[src/rtl/flag_branch_unit.sv]
// -----------------------------------------------------------------------------
// flag_branch_unit
//
// Consumer end of the ALU FLAG interface. Holds the architectural N/V/Z flag
// register and evaluates B/BR branches in the ID stage.
//
// Flags are written at the clock edge from the instruction leaving EX:
//   - ADD/SUB write N, V and Z.
//   - XOR/SLL/SRA/ROR write Z only.
//   - Every other opcode leaves the flags alone.
//
// A conditional branch in ID that sees a flag writer in EX would otherwise
// read stale flags. In that case the unit raises stall_id for exactly one
// cycle, which holds IF/ID and puts a bubble into EX. It then resolves from
// the updated flags_q in the following cycle.
//
// Ports:
//   clk, rst       - clock and synchronous active-high reset
//   ex_flag        - {N,V,Z} produced by the ALU for the EX instruction
//   ex_opcode      - ALU opcode of the EX instruction
//   ex_valid       - EX holds a real instruction
//   pipe_stall     - global freeze; nothing resolves and no state changes
//   id_branch      - ID holds a B or BR
//   id_is_br       - 1: BR (register target), 0: B (PC-relative)
//   id_cond        - 3-bit branch condition code
//   id_pc_plus2    - PC of the branch plus 2
//   id_imm         - signed word offset for B
//   id_rs_data     - register target for BR
//   flags_q        - architectural flags {N,V,Z}
//   stall_id       - hold IF/ID and bubble EX
//   take_branch    - redirect the PC this cycle
//   branch_target  - redirect address; zero whenever take_branch is low
//   flush_if       - squash IF/ID; equal to take_branch
// -----------------------------------------------------------------------------
module flag_branch_unit #(
   parameter int PC_W  = 16,
   parameter int IMM_W = 9
) (
   input  logic             clk,
   input  logic             rst,
   input  logic [2:0]       ex_flag,
   input  logic [3:0]       ex_opcode,
   input  logic             ex_valid,
   input  logic             pipe_stall,
   input  logic             id_branch,
   input  logic             id_is_br,
   input  logic [2:0]       id_cond,
   input  logic [PC_W-1:0]  id_pc_plus2,
   input  logic [IMM_W-1:0] id_imm,
   input  logic [PC_W-1:0]  id_rs_data,
   output logic [2:0]       flags_q,
   output logic             stall_id,
   output logic             take_branch,
   output logic [PC_W-1:0]  branch_target,
   output logic             flush_if
);

   // Condition codes
   localparam logic [2:0] COND_NE = 3'b000;
   localparam logic [2:0] COND_EQ = 3'b001;
   localparam logic [2:0] COND_GT = 3'b010;
   localparam logic [2:0] COND_LT = 3'b011;
   localparam logic [2:0] COND_GE = 3'b100;
   localparam logic [2:0] COND_LE = 3'b101;
   localparam logic [2:0] COND_OV = 3'b110;
   localparam logic [2:0] COND_UN = 3'b111;

   // Flag bit positions inside {N,V,Z}
   localparam int FLAG_N = 2;
   localparam int FLAG_V = 1;
   localparam int FLAG_Z = 0;

   typedef enum logic {
      RESOLVE = 1'b0,
      WAIT    = 1'b1
   } state_t;

   state_t          state_reg;
   logic [2:0]      flags_reg;

   logic            writes_nvz;
   logic            writes_z;
   logic            fw;
   logic [7:0]      cond_table;
   logic            cond_true;
   logic            hazard;
   logic            resolve_ok;
   logic [PC_W-1:0] imm_ext;
   logic [PC_W-1:0] b_offset;
   logic [PC_W-1:0] b_target;
   logic [PC_W-1:0] raw_target;

   // -------------------------------------------------------------------------
   // Opcode decode: which flags the EX instruction will write.
   // -------------------------------------------------------------------------
   always_comb begin
      writes_nvz = 1'b0;
      writes_z   = 1'b0;
      case (ex_opcode)
         4'd0, 4'd1:             writes_nvz = 1'b1;   // ADD, SUB
         4'd2, 4'd4, 4'd5, 4'd6: writes_z   = 1'b1;   // XOR, SLL, SRA, ROR
         default: ;
      endcase
   end

   assign fw = ex_valid & (writes_nvz | writes_z);

   // -------------------------------------------------------------------------
   // Condition evaluation on the architectural flags. Every condition is
   // evaluated in parallel and the condition code simply selects one.
   // -------------------------------------------------------------------------
   function automatic logic cond_eval(input logic [2:0] code, input logic [2:0] f);
      logic n, v, z;
      n = f[FLAG_N];
      v = f[FLAG_V];
      z = f[FLAG_Z];
      case (code)
         COND_NE: cond_eval = ~z;
         COND_EQ: cond_eval = z;
         COND_GT: cond_eval = ~z & ~n;
         COND_LT: cond_eval = n;
         COND_GE: cond_eval = z | ~n;
         COND_LE: cond_eval = n | z;
         COND_OV: cond_eval = v;
         default: cond_eval = 1'b1;                   // UN
      endcase
   endfunction

   generate
      for (genvar gi = 0; gi < 8; gi++) begin : g_cond
         assign cond_table[gi] = cond_eval(3'(gi), flags_reg);
      end
   endgenerate

   assign cond_true = cond_table[id_cond];

   // -------------------------------------------------------------------------
   // Target computation. B offsets are signed word counts, so they are
   // sign-extended and doubled; the sum wraps modulo 2^PC_W. BR passes the
   // register value through unchanged, including bit 0.
   // -------------------------------------------------------------------------
   assign imm_ext    = {{(PC_W-IMM_W){id_imm[IMM_W-1]}}, id_imm};
   assign b_offset   = {imm_ext[PC_W-2:0], 1'b0};
   assign b_target   = id_pc_plus2 + b_offset;
   assign raw_target = id_is_br ? id_rs_data : b_target;

   // -------------------------------------------------------------------------
   // Hazard / resolve logic.
   // A conditional branch facing a flag writer in EX stalls once. In WAIT
   // the writer has retired into flags_reg, so the branch resolves without
   // looking at fw again. This is what limits the stall to one cycle.
   // Unconditional branches never depend on flags and never stall.
   // -------------------------------------------------------------------------
   assign hazard = ~rst & ~pipe_stall & (state_reg == RESOLVE) &
                   id_branch & (id_cond != COND_UN) & fw;

   assign resolve_ok = ~rst & ~pipe_stall & ~hazard;

   assign stall_id      = hazard;
   assign take_branch   = resolve_ok & id_branch & cond_true;
   assign flush_if      = take_branch;
   assign branch_target = take_branch ? raw_target : '0;
   assign flags_q       = flags_reg;

   // -------------------------------------------------------------------------
   // State: flag register and the RESOLVE/WAIT controller.
   // -------------------------------------------------------------------------
   always_ff @(posedge clk) begin
      if (rst) begin
         flags_reg <= 3'b000;
         state_reg <= RESOLVE;
      end else begin
         if (ex_valid && !pipe_stall) begin
            if (writes_nvz) begin
               flags_reg <= ex_flag;
            end else if (writes_z) begin
               flags_reg[FLAG_Z] <= ex_flag[FLAG_Z];
            end
         end

         case (state_reg)
            RESOLVE: begin
               if (hazard) begin
                  state_reg <= WAIT;
               end
            end
            WAIT: begin
               // A frozen pipeline keeps the branch parked in WAIT.
               if (!pipe_stall) begin
                  state_reg <= RESOLVE;
               end
            end
            default: state_reg <= RESOLVE;
         endcase
      end
   end

endmodule

[config.mk]
export PLATFORM = sky130hd
export DESIGN_NAME = flag_branch_unit
export DESIGN_NICKNAME = d
export VERILOG_FILES = /design/src/rtl/flag_branch_unit.sv
export SDC_FILE = /design/constraint.sdc
export NUM_CORES = 1
export LEC_CHECK = 0
export BUFFER_PORTS_ARGS = -buffer_cell sky130_fd_sc_hd__buf_2
export CAP_MARGIN = 40
export CORE_MARGIN = 2
export CORE_UTILIZATION = 40
export CTS_CLUSTER_SIZE = 12
export DETAILED_ROUTE_END_ITERATION = 8
export PLACE_DENSITY = 0.83
export SYNTH_ARGS = -nofsm -noshare
export SYNTH_HDL_FRONTEND = slang
export SYNTH_SLANG_ARGS = --single-unit
export TNS_END_PERCENT = 10
[constraint.sdc]
create_clock -name clk -period 2.7 [get_ports clk]
set_input_delay 0.135 -clock clk [delete_from_list [all_inputs] [get_ports clk]]
set_output_delay 0.135 -clock clk [all_outputs]
set_load 0.02 [all_outputs]
==> summary.md <==
| Metric | Value |
|---|---|
| Outcome | `completed` |
| Global route hottest layer | `met2` |
| Clock Path Buffers | `2` |
| Remaining global-route overflow | `0` |
| H-tree depth | `1` |
| Synth top area cells | `ha_1 (15%), nor2_1 (8.5%), mux2i_1 (8.4%), a21oi_1 (6.7%), dfxtp_1 (6.7%)` |
| Clock sink total | `4` |
| CP Class | `reg -> out` |
| Initial Utilization | `42.8%` |
| Drt wl/cell | `11.6 um` |
| Peak supply drop | `0.000250 V` |
| CTS Hold Buffers Added | `0` |
| Syn Nets | `237` |
| Tmin final | `2370 ps` |
| Pwr Density | `245 nW/um2` |
| FFs w/ async S/R, synth | `0%` |
| Cell area after layout | `1620 um2` |
| P&R area growth vs syn | `36.0%` |
| Core footprint | `2780 um2` |
| Max reg flops | `3` |
| Final nets | `315` |
| CTS tree | `done` |
| Antenna viol nets, final | `0` |
| Port Buffers | `78` |
| DR iter-0 viols | `53` |
| Netlist Area Pre-Place | `1190 um2` |
| Setup bufs post-CTS | `0` |
| First-pass iteration count of the detailed router | `4` |
| DRC viols | `0` |
| PostCTS Resize Cnt | `0` |
| Slowest stage delay, CP | `390 ps` |
| Slew @ Worst Pin | `509 ps` |
| Worst path top cell family by delay | `compound AO/OA/AOI/OAI gates` |
| CP cell instances | `maj3_1 > nor2_1 > a211o_1 > or2_4 > a2111oi_0 > a32o_1 > buf_2` |
| Ys Warns | `0` |
| First-pass GRT wire length | `4710 um` |
| Post-synth EDFFs | `0` |
| Vias in the first global route | `1,181` |
| Met1 GRT Util | `22.1%` |
| Worst EP required | `2570 ps` |
| Synth area leader | `ha_1` |
| Leakage | `0.888 nW` |
| Tot Pwr | `396 uW` |
| DIE AREA | `3430 um2` |
| Unrepaired setup endpoints after global routing | `no` |
| Vias/cell | `5.37` |
| Total GRT Usage | `17.0%` |
| TritonCTS Buffers | `3` |
| Met2 usage | `29.2%` |
| Synth Area per Inst | `7.21 um2` |
| Max Cap Viol | `0` |
| Via count | `1,460` |
| GPL Wtd Cong | `0.809` |
| Worst path arrival time | `2230 ps` |
| # setup viols final | `0` |
| Max Fclk | `0.423 GHz` |
| Top-Level Pins | `79` |
| Synth Instances | `165` |
| Top FF cell, synth | `dfxtp_1` |
| Critical Path Slowest Stage Cell | `dfxtp_1` |
| Largest net degree at the start of global routing | `30` |
| WL final | `3160 um` |
| Num rows | `19` |
| TNS Setup | `0 ps` |
| Critical path buffers and inverters | `1` |
| Crit end category | `output port` |
| Share of the synthesized area in the top cell type | `14.7%` |
| Antenna cell count | `0` |
| Final Hold Viols | `0` |
| Placed cell area | `1600 um2` |
| Root Driver | `clkbuf_4` |
| Crit start category | `flop` |
| Layout cells sized above 1 | `35.3%` |
| Part of the Yosys area used for sequential elements | `6.73%` |
| Final HPWL DP | `2620 um` |
| Yosys reg bits | `4` |
| Critical-path maximum fanout | `14` |
| Clk pin slew, worst setup/hold paths | `40 ps` |
| Final Max Slew Viols | `0` |
| Initial antenna violation count | `0` |
| Yosys cell types | `45` |
| Die X | `58.5 um` |
| M3 GR Usage | `1.98%` |
| Rel. slew slack | `66.1%` |
| Die Span Y | `58.5 um` |
| Clock Skews | `0 ps` |
| Worst hold path type | `in -> reg` |
| Clk Latency, worst-skew pair | `240 ps` |
| Final worst-path cycle share | `87.6%` |
## worst paths after layout
kind,startpoint,end,slack (ps),cells after the start
min reg2reg,state_reg,state_reg,480,2
min,rst,flags_q[1],120,2
max,flags_q[2],branch_target[12],330,7
max reg2reg,state_reg,state_reg,1700,3
## metrics by stage
| stage | hold slack (ps) | utilization [%] | setup slack, ps | std cells |
|---|---|---|---|---|
| after floorplan | 204 | - | 598 | 165 |
| after global placement | 364 | 57.4 | 428 | 269 |
| after detailed placement | 370 | 57.4 | 332 | 269 |
| after CTS | 112 | 58.2 | 320 | 272 |
| after global routing | 124 | 58.2 | 146 | 272 |
| final | 120 | 58.2 | 334 | 272 |
## Yosys cell counts, types with 2 or more instances
cell type  instances
nor2_1            27
a21oi_1           16
ha_1              14
mux2i_1           10
nand2_1            8
inv_1              6
a21o_1             5
nand2b_1           5
nand3_1            5
nor2b_1            5
o21a_1             5
xor2_1             5
dfxtp_1            4
and3_1             3
o211ai_1           3
o21ai_0            3
xnor2_1            3
a2111oi_2          2
a211oi_1           2
clkbuf_1           2
nand3b_1           2
nor3_1             2
nor3b_1            2
o2111ai_1          2
o211a_1            2
o21bai_1           2
or4_1              2
## power breakdown
group	switching (mW)	internal (mW)	total, mW
clock network	0.0293	0.0500	0.0793
logic	0.137	0.118	0.255
registers	0.00123	0.0605	0.0617
total	0.167	0.229	0.396
## cells in the final DEF, fill, tap and decap left out, types with 2 or more instances in the layout
master	count
buf_2	78
nor2_1	27
a21oi_1	16
ha_1	14
mux2i_1	10
nand2_1	8
inv_1	6
nand2b_1	5
nor2b_1	5
a21o_1	5
nand3_1	5
o21a_1	5
xor2_1	5
dfxtp_1	4
and3_1	3
o21ai_0	3
o211ai_1	3
xnor2_1	3
clkbuf_4	3
a2111oi_2	2
nor3b_1	2
nand3b_1	2
or4_1	2
o2111ai_1	2
o21bai_1	2
a211oi_1	2
nor3_1	2
o211a_1	2
## cells by family after synthesis
kind of cell,Yosys count,share of synthesized area [%]
AO/OA/AOI/OAI,50,30.2
XOR/XNOR,8,5.89
adder cells (fa/ha/maj),16,17.2
buffers and inverters,12,4.21
flip-flops,4,6.73
multiplexers,10,8.41
AND/OR/NAND/NOR,65,27.3
## layout make-up
cell class / instances / area (um2)
inverter: 7 / 26.3
clock buffer: 3 / 22.5
timing repair buffer: 78 / 390
sequential: 4 / 80.1
multi-input combinational: 149 / 1060
tap: 31 / 38.8
fill: 275 / 1160
## metal layers
layer,vias to the layer above,part of all wire (%)
li1,770,-
met1,623,45
met2,65,44
met3,2,10
met4,0,0.82
met5,-,0
Power figures use the tool's default switching activity.
